File: src/rtl/logs_tick_scheduler.sv
// -----------------------------------------------------------------------------
// logs_tick_scheduler
//
// Multi-channel tick scheduler. Each of NCH channels counts base ticks from
// the shared clock divider against its own programmed period and fires either
// periodically or once. Each firing raises a one-cycle ch_tick pulse and a
// pending event. Pending events are handed to a single consumer, one at a
// time, through a round-robin valid/ready port.
//
// Ports:
//   clk        - clock
//   reset_n    - asynchronous reset, active low
//   base_tick  - one-cycle prescaler pulse from the divider
//   cfg_valid  - configuration request
//   cfg_ready  - configuration accept (low on base_tick cycles)
//   cfg_ch     - target channel of the configuration request
//   cfg_op     - 00 stop, 01 start periodic, 10 start one-shot, 11 set period
//   cfg_data   - period value, used by the set-period operation only
//   ch_tick    - one-cycle fire pulse per channel
//   ch_active  - channel running
//   evt_valid  - event available to the consumer
//   evt_ch     - channel of the presented event
//   evt_ready  - consumer accepts the presented event
//   overrun    - sticky: channel fired while its event was still pending
// -----------------------------------------------------------------------------
module logs_tick_scheduler #(
    parameter  int NCH = 4,
    parameter  int PW  = 8,
    localparam int CW  = $clog2(NCH)
) (
    input  logic          clk,
    input  logic          reset_n,
    input  logic          base_tick,
    input  logic          cfg_valid,
    output logic          cfg_ready,
    input  logic [CW-1:0] cfg_ch,
    input  logic [1:0]    cfg_op,
    input  logic [PW-1:0] cfg_data,
    output logic [NCH-1:0] ch_tick,
    output logic [NCH-1:0] ch_active,
    output logic          evt_valid,
    output logic [CW-1:0] evt_ch,
    input  logic          evt_ready,
    output logic [NCH-1:0] overrun
);

    localparam logic [1:0]    OP_STOP  = 2'b00;
    localparam logic [1:0]    OP_PER   = 2'b01;
    localparam logic [1:0]    OP_ONE   = 2'b10;
    localparam logic [1:0]    OP_SET   = 2'b11;
    localparam logic [PW-1:0] PER_ZERO = PW'(0);
    localparam logic [PW-1:0] PER_ONE  = PW'(1);
    localparam logic [CW:0]   NCH_W    = (CW+1)'(NCH);

    // Per-channel state
    logic [PW-1:0]  period_r [NCH];
    logic [PW-1:0]  count_r  [NCH];
    logic [NCH-1:0] oneshot_r;
    logic [NCH-1:0] active_r;
    logic [NCH-1:0] pending_r;
    logic [NCH-1:0] overrun_r;
    logic [NCH-1:0] tick_r;

    // Event port state
    logic           evt_valid_r;
    logic [CW-1:0]  evt_ch_r;
    logic [CW-1:0]  ptr_r;

    // Combinational helpers
    logic           cfg_fire_s;
    logic [NCH-1:0] cfg_sel_s;
    logic [NCH-1:0] fire_s;
    logic           grant_hit_s;
    logic           grant_en_s;
    logic [CW-1:0]  grant_idx_s;
    logic [NCH-1:0] grant_oh_s;
    logic [CW-1:0]  ptr_next_s;

    // Config is refused on base_tick cycles so it never races the countdown.
    assign cfg_ready  = ~base_tick;
    assign cfg_fire_s = cfg_valid & ~base_tick;

    assign ch_tick   = tick_r;
    assign ch_active = active_r;
    assign overrun   = overrun_r;
    assign evt_valid = evt_valid_r;
    assign evt_ch    = evt_ch_r;

    // Decode the accepted config target and detect which channels fire now.
    always_comb begin
        cfg_sel_s = '0;
        fire_s    = '0;
        for (int i = 0; i < NCH; i++) begin
            cfg_sel_s[i] = cfg_fire_s && (cfg_ch == CW'(i));
            fire_s[i]    = base_tick && active_r[i] && (count_r[i] == PER_ONE);
        end
    end

    // Round-robin search: first pending bit at or after the pointer, wrapping.
    always_comb begin
        logic [CW:0] idx_v;
        logic        pend_v;
        grant_hit_s = 1'b0;
        grant_idx_s = '0;
        for (int k = 0; k < NCH; k++) begin
            idx_v = {1'b0, ptr_r} + (CW+1)'(k);
            if (idx_v >= NCH_W) begin
                idx_v = idx_v - NCH_W;
            end else begin
                idx_v = idx_v;
            end
            pend_v      = pending_r[idx_v[CW-1:0]] && !grant_hit_s;
            grant_idx_s = pend_v ? idx_v[CW-1:0] : grant_idx_s;
            grant_hit_s = grant_hit_s | pend_v;
        end
    end

    // A new grant is only made while the port is idle; derive its one-hot
    // clear mask and the pointer that follows the granted channel.
    always_comb begin
        logic [CW:0] nxt_v;
        grant_en_s = grant_hit_s && !evt_valid_r;
        grant_oh_s = '0;
        for (int i = 0; i < NCH; i++) begin
            grant_oh_s[i] = grant_en_s && (grant_idx_s == CW'(i));
        end
        nxt_v = {1'b0, grant_idx_s} + (CW+1)'(1);
        if (nxt_v >= NCH_W) begin
            nxt_v = nxt_v - NCH_W;
        end else begin
            nxt_v = nxt_v;
        end
        ptr_next_s = nxt_v[CW-1:0];
    end

    // Channel configuration, countdown, firing and pending/overrun tracking.
    always_ff @(posedge clk or negedge reset_n) begin
        if (!reset_n) begin
            for (int i = 0; i < NCH; i++) begin
                period_r[i] <= PER_ZERO;
                count_r[i]  <= PER_ZERO;
            end
            oneshot_r <= '0;
            active_r  <= '0;
            pending_r <= '0;
            overrun_r <= '0;
            tick_r    <= '0;
        end else begin
            tick_r <= fire_s;
            for (int i = 0; i < NCH; i++) begin
                // Config and firing are mutually exclusive: firing needs
                // base_tick, config needs its absence.
                if (cfg_sel_s[i]) begin
                    case (cfg_op)
                        OP_SET: begin
                            period_r[i] <= cfg_data;
                        end
                        OP_PER, OP_ONE: begin
                            // A zero period cannot count; such a start is dropped.
                            if (period_r[i] != PER_ZERO) begin
                                count_r[i]   <= period_r[i];
                                oneshot_r[i] <= (cfg_op == OP_ONE);
                                active_r[i]  <= 1'b1;
                                overrun_r[i] <= 1'b0;
                            end
                        end
                        OP_STOP: begin
                            active_r[i] <= 1'b0;
                        end
                        default: begin
                            active_r[i] <= active_r[i];
                        end
                    endcase
                end else if (fire_s[i]) begin
                    if (oneshot_r[i]) begin
                        active_r[i] <= 1'b0;
                    end else begin
                        count_r[i] <= period_r[i];
                    end
                    if (pending_r[i]) begin
                        overrun_r[i] <= 1'b1;
                    end
                end else if (base_tick && active_r[i]) begin
                    count_r[i] <= count_r[i] - PER_ONE;
                end
                // A fire in the same cycle as the grant re-arms the bit.
                pending_r[i] <= fire_s[i] | (pending_r[i] & ~grant_oh_s[i]);
            end
        end
    end

    // Event presentation: grant when idle, hold until the consumer accepts.
    always_ff @(posedge clk or negedge reset_n) begin
        if (!reset_n) begin
            evt_valid_r <= 1'b0;
            evt_ch_r    <= '0;
            ptr_r       <= '0;
        end else if (grant_en_s) begin
            evt_valid_r <= 1'b1;
            evt_ch_r    <= grant_idx_s;
            ptr_r       <= ptr_next_s;
        end else if (evt_valid_r && evt_ready) begin
            evt_valid_r <= 1'b0;
        end
    end

endmodule

File: config.mk
export PLATFORM = sky130hd
export DESIGN_NAME = logs_tick_scheduler
export DESIGN_NICKNAME = d
export VERILOG_FILES = /design/src/rtl/logs_tick_scheduler.sv
export SDC_FILE = /design/constraint.sdc
export NUM_CORES = 1
export LEC_CHECK = 0
export CORE_MARGIN = 2
export CORE_UTILIZATION = 35
export CTS_BUF_LIST = sky130_fd_sc_hd__clkbuf_16
export CTS_CLUSTER_SIZE = 28
export DETAILED_ROUTE_END_ITERATION = 10
export GPL_TIMING_DRIVEN = 0
export PLACE_DENSITY = 0.59
export SYNTH_ARGS = -nofsm -noshare
export SYNTH_HDL_FRONTEND = slang
export SYNTH_SLANG_ARGS = --single-unit
File: constraint.sdc
create_clock -name clk -period 2.1 [get_ports clk]
set_input_delay 0.42 -clock clk [delete_from_list [all_inputs] [get_ports clk]]
set_output_delay 0.42 -clock clk [all_outputs]
set_load 0.02 [all_outputs]
==> impl_metrics.ini <==
[outcome]
outcome = complete, no violations

[global_route]
grt_pass1_wl_mm = 22.1
grt_usage_pct = 18.9
grt_overflow_total = 0
antenna_found_initial = 0
grt_max_degree = 47
grt_pass1_vias = 4199

[floorplan]
dieArea_um2 = 15200
pin_count = 33
core_um2 = 13900
die_w_um = 123
die_h_um = 123
start_util_pct = 35.8
rows = 43

[timing]
hold_ws_ns = 0.0824
slew_viol_final = 0
skew_ns = 0.00689
period_share_pct = 97.1
rsz0062_at_grt = false
setup_viol = 0
fin_ws_ns = 0.0611
worstMarginPinSlew_ns = 0.634
hold_viol_final = 0
min_period_ns = 2.04
max_clock_freq_mhz = 490
timing.slew.headroom_pct = 57.5

[place]
dp_hpwl_mm = 9.47
place_inst = 687
io_buffers = 31
dp_slack_ns = -1.01
gp_congestion = 0.884

[finish]
nets = 569
final_common_cell = dfrtp_1
fillCellCount = 1318
num_antenna_cells = 0
areaGrowthSynthToFinish_pct = 24.3
final_cell_mix = dfrtp_1, mux2_2, inv_1, nand2_1, clkdlybuf4s50_1
drive_gt1_share_pct = 22.4
fin_cells = 721

[synth]
synth_warnings = 0
syn_inst = 475
async_reset_ff_share_pct = 100
seq_area_frac_synth_pct = 44.8
synth-seq-cells = 89
synth_cell_type_count = 68
syn_area_um2 = 4980
synth_edf_count = 0
avgSynthCellArea_um2 = 10.5
ys.flop_type = dfrtp_1
synth_nets = 507
ys_top_cells_by_area = dfrtp_1, mux2_2, ha_1, inv_1, nand2_1
yosys.area.top_type = dfrtp_1
yosysTopAreaCellShare_pct = 44.8

[setup_path]
cp-end-kind = flip-flop
cp-start-kind = flip-flop
crit_fanout = 3
rr_worst_depth = 8
crit_type = flip-flop to flip-flop
rr_startpoint = count_r[9]$_DFFE_PN0P_
reg2reg_to = count_r[12]$_DFFE_PN0P_
worstPathRequired_ns = 2.33
cp.arrival_ns = 2.27
rrSetupSlack_ns = 0.06

[power_and_ir_drop]
cellPowerDensity_nw_per_um2 = 1110
ir_worst_vdd_mv = 0.783
p_leak_nw = 2.68
p_total_mw = 6.85

[clock_tree]
clk_pin_slew_ns = 0.06
clkLatencyLatePin_ns = 0.34
cts_tree = built
cts.htree.levels = 3
cts-root-buf = clkbuf_16
cts_buffers = 9
clock-sinks = 89
clockBufferDepth = 2

[routing]
wire_per_inst_um = 18.8
wirelength_mm = 13.6
drcViolationCount = 0
firstDrtPassIters = 5
vias_per_cell = 5.92
first_iter_violations = 262
routed-via-count = 4270
ant_nets = 0

[worst_hold_path]
hp-class = primary input to asynchronous set/reset pin

[run]
max_cap_violations = 0
state kept, by name (all words and copies together) (netlist names):
name and flops:
oneshot_r 4, pending_r 4, overrun 4, ch_tick 4, evt_ch 2, count_r 32, evt_valid 1, ch_active 4
ptr_r 2, period_r 32
worst max-delay path by stage:
| stage | startpoint | endpoint | slack [ns] | cells past startpoint |
|---|---|---|---|---|
| after floorplan | count_r[9]$_DFFE_PN0P_ | count_r[14]$_DFFE_PN0P_ | 0.02 | 7 |
| after global placement | reset_n | count_r[25]$_DFFE_PN0P_ | -2.73 | 1 |
| after detailed placement | cfg_op[1] | count_r[11]$_DFFE_PN0P_ | -1.01 | 9 |
| after CTS | count_r[1]$_DFFE_PN0P_ | count_r[0]$_DFFE_PN0P_ | 0.0006 | 6 |
| after global routing | count_r[17]$_DFFE_PN0P_ | count_r[18]$_DFFE_PN0P_ | 0.005 | 6 |
| final | count_r[9]$_DFFE_PN0P_ | count_r[12]$_DFFE_PN0P_ | 0.06 | 8 |
critical path, stage by stage (launching register included):
cell and delay (ns):
dfrtp_1 0.39, inv_2 0.07, ha_2 0.16, or3b_4 0.39, buf_4 0.17, buf_4 0.13, or3_1 0.32, a32oi_1 0.21
o2bb2ai_1 0.08
metal layers:
metal | global-route usage [%] | vias to the layer above | share of wire, % | wire length, um
met5 | 0 | - | 0 | 0
met4 | 5.04 | 0 | 1.8 | 250
met3 | 4.57 | 22 | 5.5 | 741
met2 | 30.9 | 154 | 47 | 6370
met1 | 25.1 | 2133 | 46 | 6220
li1 | - | 1961 | - | -
report_power, final:
group | switching, mW | leakage, nW | internal, mW | total, mW
clock network | 0.639 | 0.155 | 1.02 | 1.66
registers | 0.633 | 1.11 | 2.21 | 2.84
logic | 1.21 | 1.41 | 1.14 | 2.35
total | 2.48 | 2.68 | 4.37 | 6.85
synth_stat cells, types with 8 or more instances:
cell       instances
dfrtp_1           89
mux2_2            39
inv_1             32
nand2_1           32
nor2_1            27
nor3_1            20
o21ai_0           18
o22ai_1           17
ha_1              15
nand3_1           12
o2bb2ai_1         12
mux2i_1           11
a22oi_1           10
or4_1              9
nor4_1             8
logic make-up (layout without fill, tap and decap cells):
kind of cell / Yosys count / in the layout / share of synthesized area [%]
compound gates: 126 / 126 / 19.9
fa+ha+maj: 15 / 15 / 3.77
buf+inv: 42 / 108 / 3.44
flops: 89 / 89 / 44.8
mux: 50 / 50 / 11.0
simple gates: 153 / 153 / 17.0
what timing repair did:
action                                  4_1_cts  5_1_grt
hold buffers                                  0        0
endpoints found under the setup margin       56       31
cloned                                        0        0
pin swaps                                     8        8
gates resized for setup                      21       19
setup buffers                                17        4
metrics by stage:
stage               TNS, ns  utilization (%)  area [um2]
detailed placement   -39.44             39.9        5540
global route              0             44.6        6180
CTS                       0             43.6        6050
floorplan                 0                -        4980
global placement    -280.55             39.7        5510
finish                    0             44.6        6180
cell type report:
cell class                 instances  area [um2]  share of cell area, %
buffer                             8        55.1                  0.890
clock buffer                       9         225                   3.64
clock inverter                     6        76.3                   1.23
inverter                          32         124                   2.00
multi-input combinational        344        2750                   44.4
sequential                        89        2230                   36.0
tap                              180         225                   3.64
timing repair buffer              53         505                   8.17
Power figures use the tool's default switching activity.
